[src/rtl/irq_pkg.sv]
// Shared types and helpers for the interrupt capture/dispatch blocks.
package irq_pkg;

    localparam int unsigned IRQ_N     = 8;
    localparam int unsigned IRQ_IDX_W = 3;

    typedef enum logic [0:0] {
        IDLE  = 1'b0,
        OFFER = 1'b1
    } irq_state_e;

    // Highest-index-first encoder; returns {any, idx}.
    function automatic logic [IRQ_IDX_W:0] prio_enc(input logic [IRQ_N-1:0] vec);
        logic                 any;
        logic [IRQ_IDX_W-1:0] idx;
        any = 1'b0;
        idx = '0;
        for (int i = 0; i < int'(IRQ_N); i++) begin
            if (vec[i]) begin
                any = 1'b1;
                idx = IRQ_IDX_W'(i);
            end
        end
        return {any, idx};
    endfunction

endpackage

[src/rtl/prio_enc8.sv]
// Combinational 8-input priority encoder, bit 7 highest, with an any flag.
module prio_enc8
    import irq_pkg::*;
(
    input  logic [IRQ_N-1:0]     vec_i,
    output logic [IRQ_IDX_W-1:0] idx_o,
    output logic                 any_o
);

    always_comb begin
        {any_o, idx_o} = prio_enc(vec_i);
    end

endmodule

[src/rtl/irq_capture_encoder.sv]
// Rising-edge request capture into sticky pending bits, with the highest
// unmasked pending index presented over a valid/ready handshake.
module irq_capture_encoder
    import irq_pkg::*;
#(
    parameter int unsigned N     = IRQ_N,
    parameter int unsigned IDX_W = IRQ_IDX_W
) (
    input  logic             clk,
    input  logic             rst,
    input  logic [N-1:0]     req_in,
    input  logic [N-1:0]     mask,
    output logic [IDX_W-1:0] out_idx,
    output logic             out_valid,
    input  logic             out_ready,
    output logic [N-1:0]     pending,
    output logic             drop_pulse
);

    irq_state_e       state_q;
    logic [N-1:0]     req_q;
    logic [N-1:0]     pending_q;
    logic [N-1:0]     pending_d;
    logic [IDX_W-1:0] out_idx_q;
    logic             out_valid_q;
    logic             drop_q;
    logic             drop_d;

    logic [N-1:0]     edge_c;
    logic [N-1:0]     cand_c;
    logic [N-1:0]     clr_c;
    logic [IDX_W-1:0] sel_c;
    logic             sel_any_c;
    logic             load_c;

    assign edge_c = req_in & ~req_q;
    assign cand_c = pending_q & ~mask;

    prio_enc8 u_prio_enc8 (
        .vec_i (cand_c),
        .idx_o (sel_c),
        .any_o (sel_any_c)
    );

    // A new edge on the line being loaded keeps its pending bit set.
    always_comb begin
        load_c = 1'b0;
        case (state_q)
            IDLE:    load_c = sel_any_c;
            OFFER:   load_c = out_ready && sel_any_c;
            default: load_c = 1'b0;
        endcase
        clr_c     = load_c ? (N'(1) << sel_c) : '0;
        pending_d = (pending_q & ~clr_c) | edge_c;
        drop_d    = |(edge_c & pending_q & ~clr_c);
    end

    always_ff @(posedge clk) begin
        if (rst) begin
            state_q     <= IDLE;
            req_q       <= '0;
            pending_q   <= '0;
            out_idx_q   <= '0;
            out_valid_q <= 1'b0;
            drop_q      <= 1'b0;
        end else begin
            req_q     <= req_in;
            pending_q <= pending_d;
            drop_q    <= drop_d;
            case (state_q)
                IDLE: begin
                    if (sel_any_c) begin
                        out_idx_q   <= sel_c;
                        out_valid_q <= 1'b1;
                        state_q     <= OFFER;
                    end
                end
                OFFER: begin
                    // A presented offer is held until accepted, never preempted.
                    if (out_ready) begin
                        if (sel_any_c) begin
                            out_idx_q <= sel_c;
                        end else begin
                            out_valid_q <= 1'b0;
                            state_q     <= IDLE;
                        end
                    end
                end
                default: state_q <= IDLE;
            endcase
        end
    end

    assign out_idx    = out_idx_q;
    assign out_valid  = out_valid_q;
    assign pending    = pending_q;
    assign drop_pulse = drop_q;

endmodule

[config.mk]
export PLATFORM = sky130hd
export DESIGN_NAME = irq_capture_encoder
export DESIGN_NICKNAME = d
export VERILOG_FILES = /design/src/rtl/irq_pkg.sv /design/src/rtl/prio_enc8.sv /design/src/rtl/irq_capture_encoder.sv
export SDC_FILE = /design/constraint.sdc
export NUM_CORES = 1
export LEC_CHECK = 0
export ABC_AREA = 1
export CAP_MARGIN = 25
export CORE_UTILIZATION = 40
export CTS_CLUSTER_DIAMETER = 60
export DETAILED_ROUTE_END_ITERATION = 16
export HOLD_SLACK_MARGIN = 0.08
export PLACE_DENSITY_LB_ADDON = 0.05
export SKIP_LAST_GASP = 1
export SLEW_MARGIN = 20
export SYNTH_ARGS = -nofsm -noshare
export SYNTH_HDL_FRONTEND = slang
export SYNTH_SLANG_ARGS = --single-unit
export TNS_END_PERCENT = 1
[constraint.sdc]
create_clock -name clk -period 3 [get_ports clk]
set_input_delay 0.75 -clock clk [delete_from_list [all_inputs] [get_ports clk]]
set_output_delay 0.75 -clock clk [all_outputs]
set_load 0.01 [all_outputs]
==> qor.yml <==
detailed_routing:
  route.detailed.drc: 0
  wl_per_cell_um: 9.71
  post_drt_via_cell_ratio: 4.50
  routed_wl_um: 2160
  vias: 998
  drtIter0Drc: 7
  firstDrtPassIters: 2
  ant_nets: 0
cells_and_area:
  final_common_cell: "nand2_1"
  multi_input_area_um2: 524
  n_antenna_cell: 0
  nFillCells: 265
  drive_gt1_frac: 0.151
  final_net_count: 212
  final-seq-area_um2: 440
  final_cell_mix: "32 x nand2_1, 31 x clkdlybuf4s50_1, 29 x inv_1"
  synthToLayoutAreaGrowth_pct: 34.7
placed_design:
  port_buffers: 31
  routabilityCongestion: 0.843
  hpwl_um: 1760
pwr:
  pwr-share-seq: 0.474
  power_frac_clock: 0.238
  peakVddDrop_uv: 359
  p_leak_nw: 0.731
  power_density_mw_per_mm2: 472
  p_total_mw: 0.704
  p_sw_mw: 0.212
  internal-power_mw: 0.492
  swShare: 0.301
  comb_power_share: 0.288
worst_setup_path:
  crit_path_cell_trace: "clkdlybuf4s50_1"
  startpoint_type: "flip-flop"
  crit_type: "flip-flop to output pin"
  cpPeakStageDelay_ns: 0.56
  cp.arrival_ns: 1.31
  cp_slowest_cell: "clkdlybuf4s50_1"
  cp_max_fo: 4
  cp.required_ns: 2.25
  end_kind: "output pin"
  path_depth: 1
  reg2reg_depth: 13
  crit_buf_inv: 1
  cp_top_family: "buffers and inverters"
clocking:
  cts_hold_buffers: 0
  post_cts_resized: 0
  clock_sinks: 22
  clockBufferDepth: 2
  htreeDepth: 1
  postCtsSetupBuffers: 0
  cts_tree: "built"
  clkLatencyLatePin_ns: 0.31
  cts_buffers: 3
  root_buffer: "clkbuf_4"
  clkTransAtPathRegs_ns: 0.12
logic_synthesis:
  yosysSeqAreaShare: 0.398
  synth.avg_cell_area_um2: 7.00
  synth.net_count: 177
  yosys.area_share.simple: 0.370
  synth_top_family_by_area: "simple AND/OR/NAND/NOR gates"
  synth_cell_types: 21
  netlist_area_mm2: 0.00111
  synthMuxAreaShare: 0
  syn-instance-count: 158
  ys_warn_count: 0
  synth_compound_area_frac: 0.104
  synth_xor_area_frac: 0
  ys_ff_latch: 22
  synth_fa_ha_area_frac: 0
min_path:
  worstHoldPathCells: 1
  hold_class: "flip-flop to flip-flop"
floorplanning:
  dieArea_mm2: 0.00298
  die_width_um: 54.6
  pin_count: 32
  initial_utilization: 0.435
  die_h_um: 54.6
  rows: 18
  coreArea_mm2: 0.00254
global_routing:
  grt_pass1_wl_um: 3540
  antenna_found_initial: 0
  grt_max_degree: 13
  grtUsageTotal: 0.167
  overflow: 0
  grt_pass1_vias: 887
timing:
  fin_crit_sh: 0.685
  fmax_ghz: 0.486
  setup_viol: 0
  rsz0062_at_grt: "false"
  hold_viol: 0
  worstMarginPinSlew_ns: 0.437
  whs_ns: 0.474
  finalMaxSlewViolations: 0
  setup_tns_ns: 0
  fin_crit_ns: 2.06
  fin_skew_ns: 0.00461
  slew-limit-headroom: 0.708
job:
  drv_cap: 0
status:
  outcome: "finished, final reports clean"
## sequential cells by signal (all words and copies together) (netlist names)
name        count
out_valid       1
req_q           8
out_idx         3
drop_pulse      1
state_q         1
pending         8
## layout make-up
class,instances,share of cell area
Clock buffer,4,0.0243
Sequential cell,22,0.296
Timing Repair Buffer,32,0.213
Tap cell,30,0.0252
Inverter,35,0.0898
Multi-Input combinational cell,99,0.352
## power groups by stage
stage | clock network (mW) | registers [mW] | logic, mW
global placement | 0 | 0.340 | 0.202
detailed placement | 0 | 0.341 | 0.204
global route | 0.186 | 0.338 | 0.227
floorplan | 0 | 0.348 | 0.116
finish | 0.167 | 0.334 | 0.203
CTS | 0.175 | 0.335 | 0.205
## synth_stat cells
library cell	instances	area share
nor2_4	1	0.010
or2_2	7	0.040
a21oi_2	1	0.0079
nor2_1	21	0.071
dfxtp_1	22	0.40
a21oi_1	10	0.045
nand4_1	4	0.023
nand2_2	4	0.023
o21bai_4	1	0.017
inv_2	3	0.010
nand2_1	32	0.11
clkbuf_1	2	0.0068
nand2_4	3	0.031
nor2_2	1	0.0057
inv_4	1	0.0057
nand3_1	5	0.023
a31oi_1	2	0.011
nor2_8	2	0.036
inv_1	29	0.098
o21ai_1	5	0.023
clkinv_1	2	0.0068
## per-stage QoR
stage / util / instance area (um2) / setup WS (ns) / instances
CTS: 0.586 / 1490 / 0.921 / 222
finish: 0.586 / 1490 / 0.944 / 222
global route: 0.586 / 1490 / 0.833 / 222
floorplan: - / 1110 / 1.24 / 158
detailed placement: 0.571 / 1450 / 0.609 / 218
global placement: 0.571 / 1450 / 0.606 / 218
## kinds of logic after synthesis
kind of cell    after synthesis
flops                        22
simple gates                 80
compound gates               19
buf+inv                      37
## path summary, 6_finish.rpt
check | startpoint | end | slack (ns)
max reg2reg | pending[1] | drop_pulse | 1.46
min | state_q | out_valid | 0.47
min reg2reg | state_q | out_valid | 0.47
max | pending[7] | pending[7] | 0.94
## metal layers
layer  global-route usage  wire length, um  up-vias  part of all wire
met5                    0                0        -                 0
li1                     -                -      548                 -
met2                0.283             1020       21              0.47
met3               0.0611              100        2             0.046
met1                0.197             1020      427              0.48
met4               0.0427               12        0            0.0056
(Power assumes the default switching activity.)
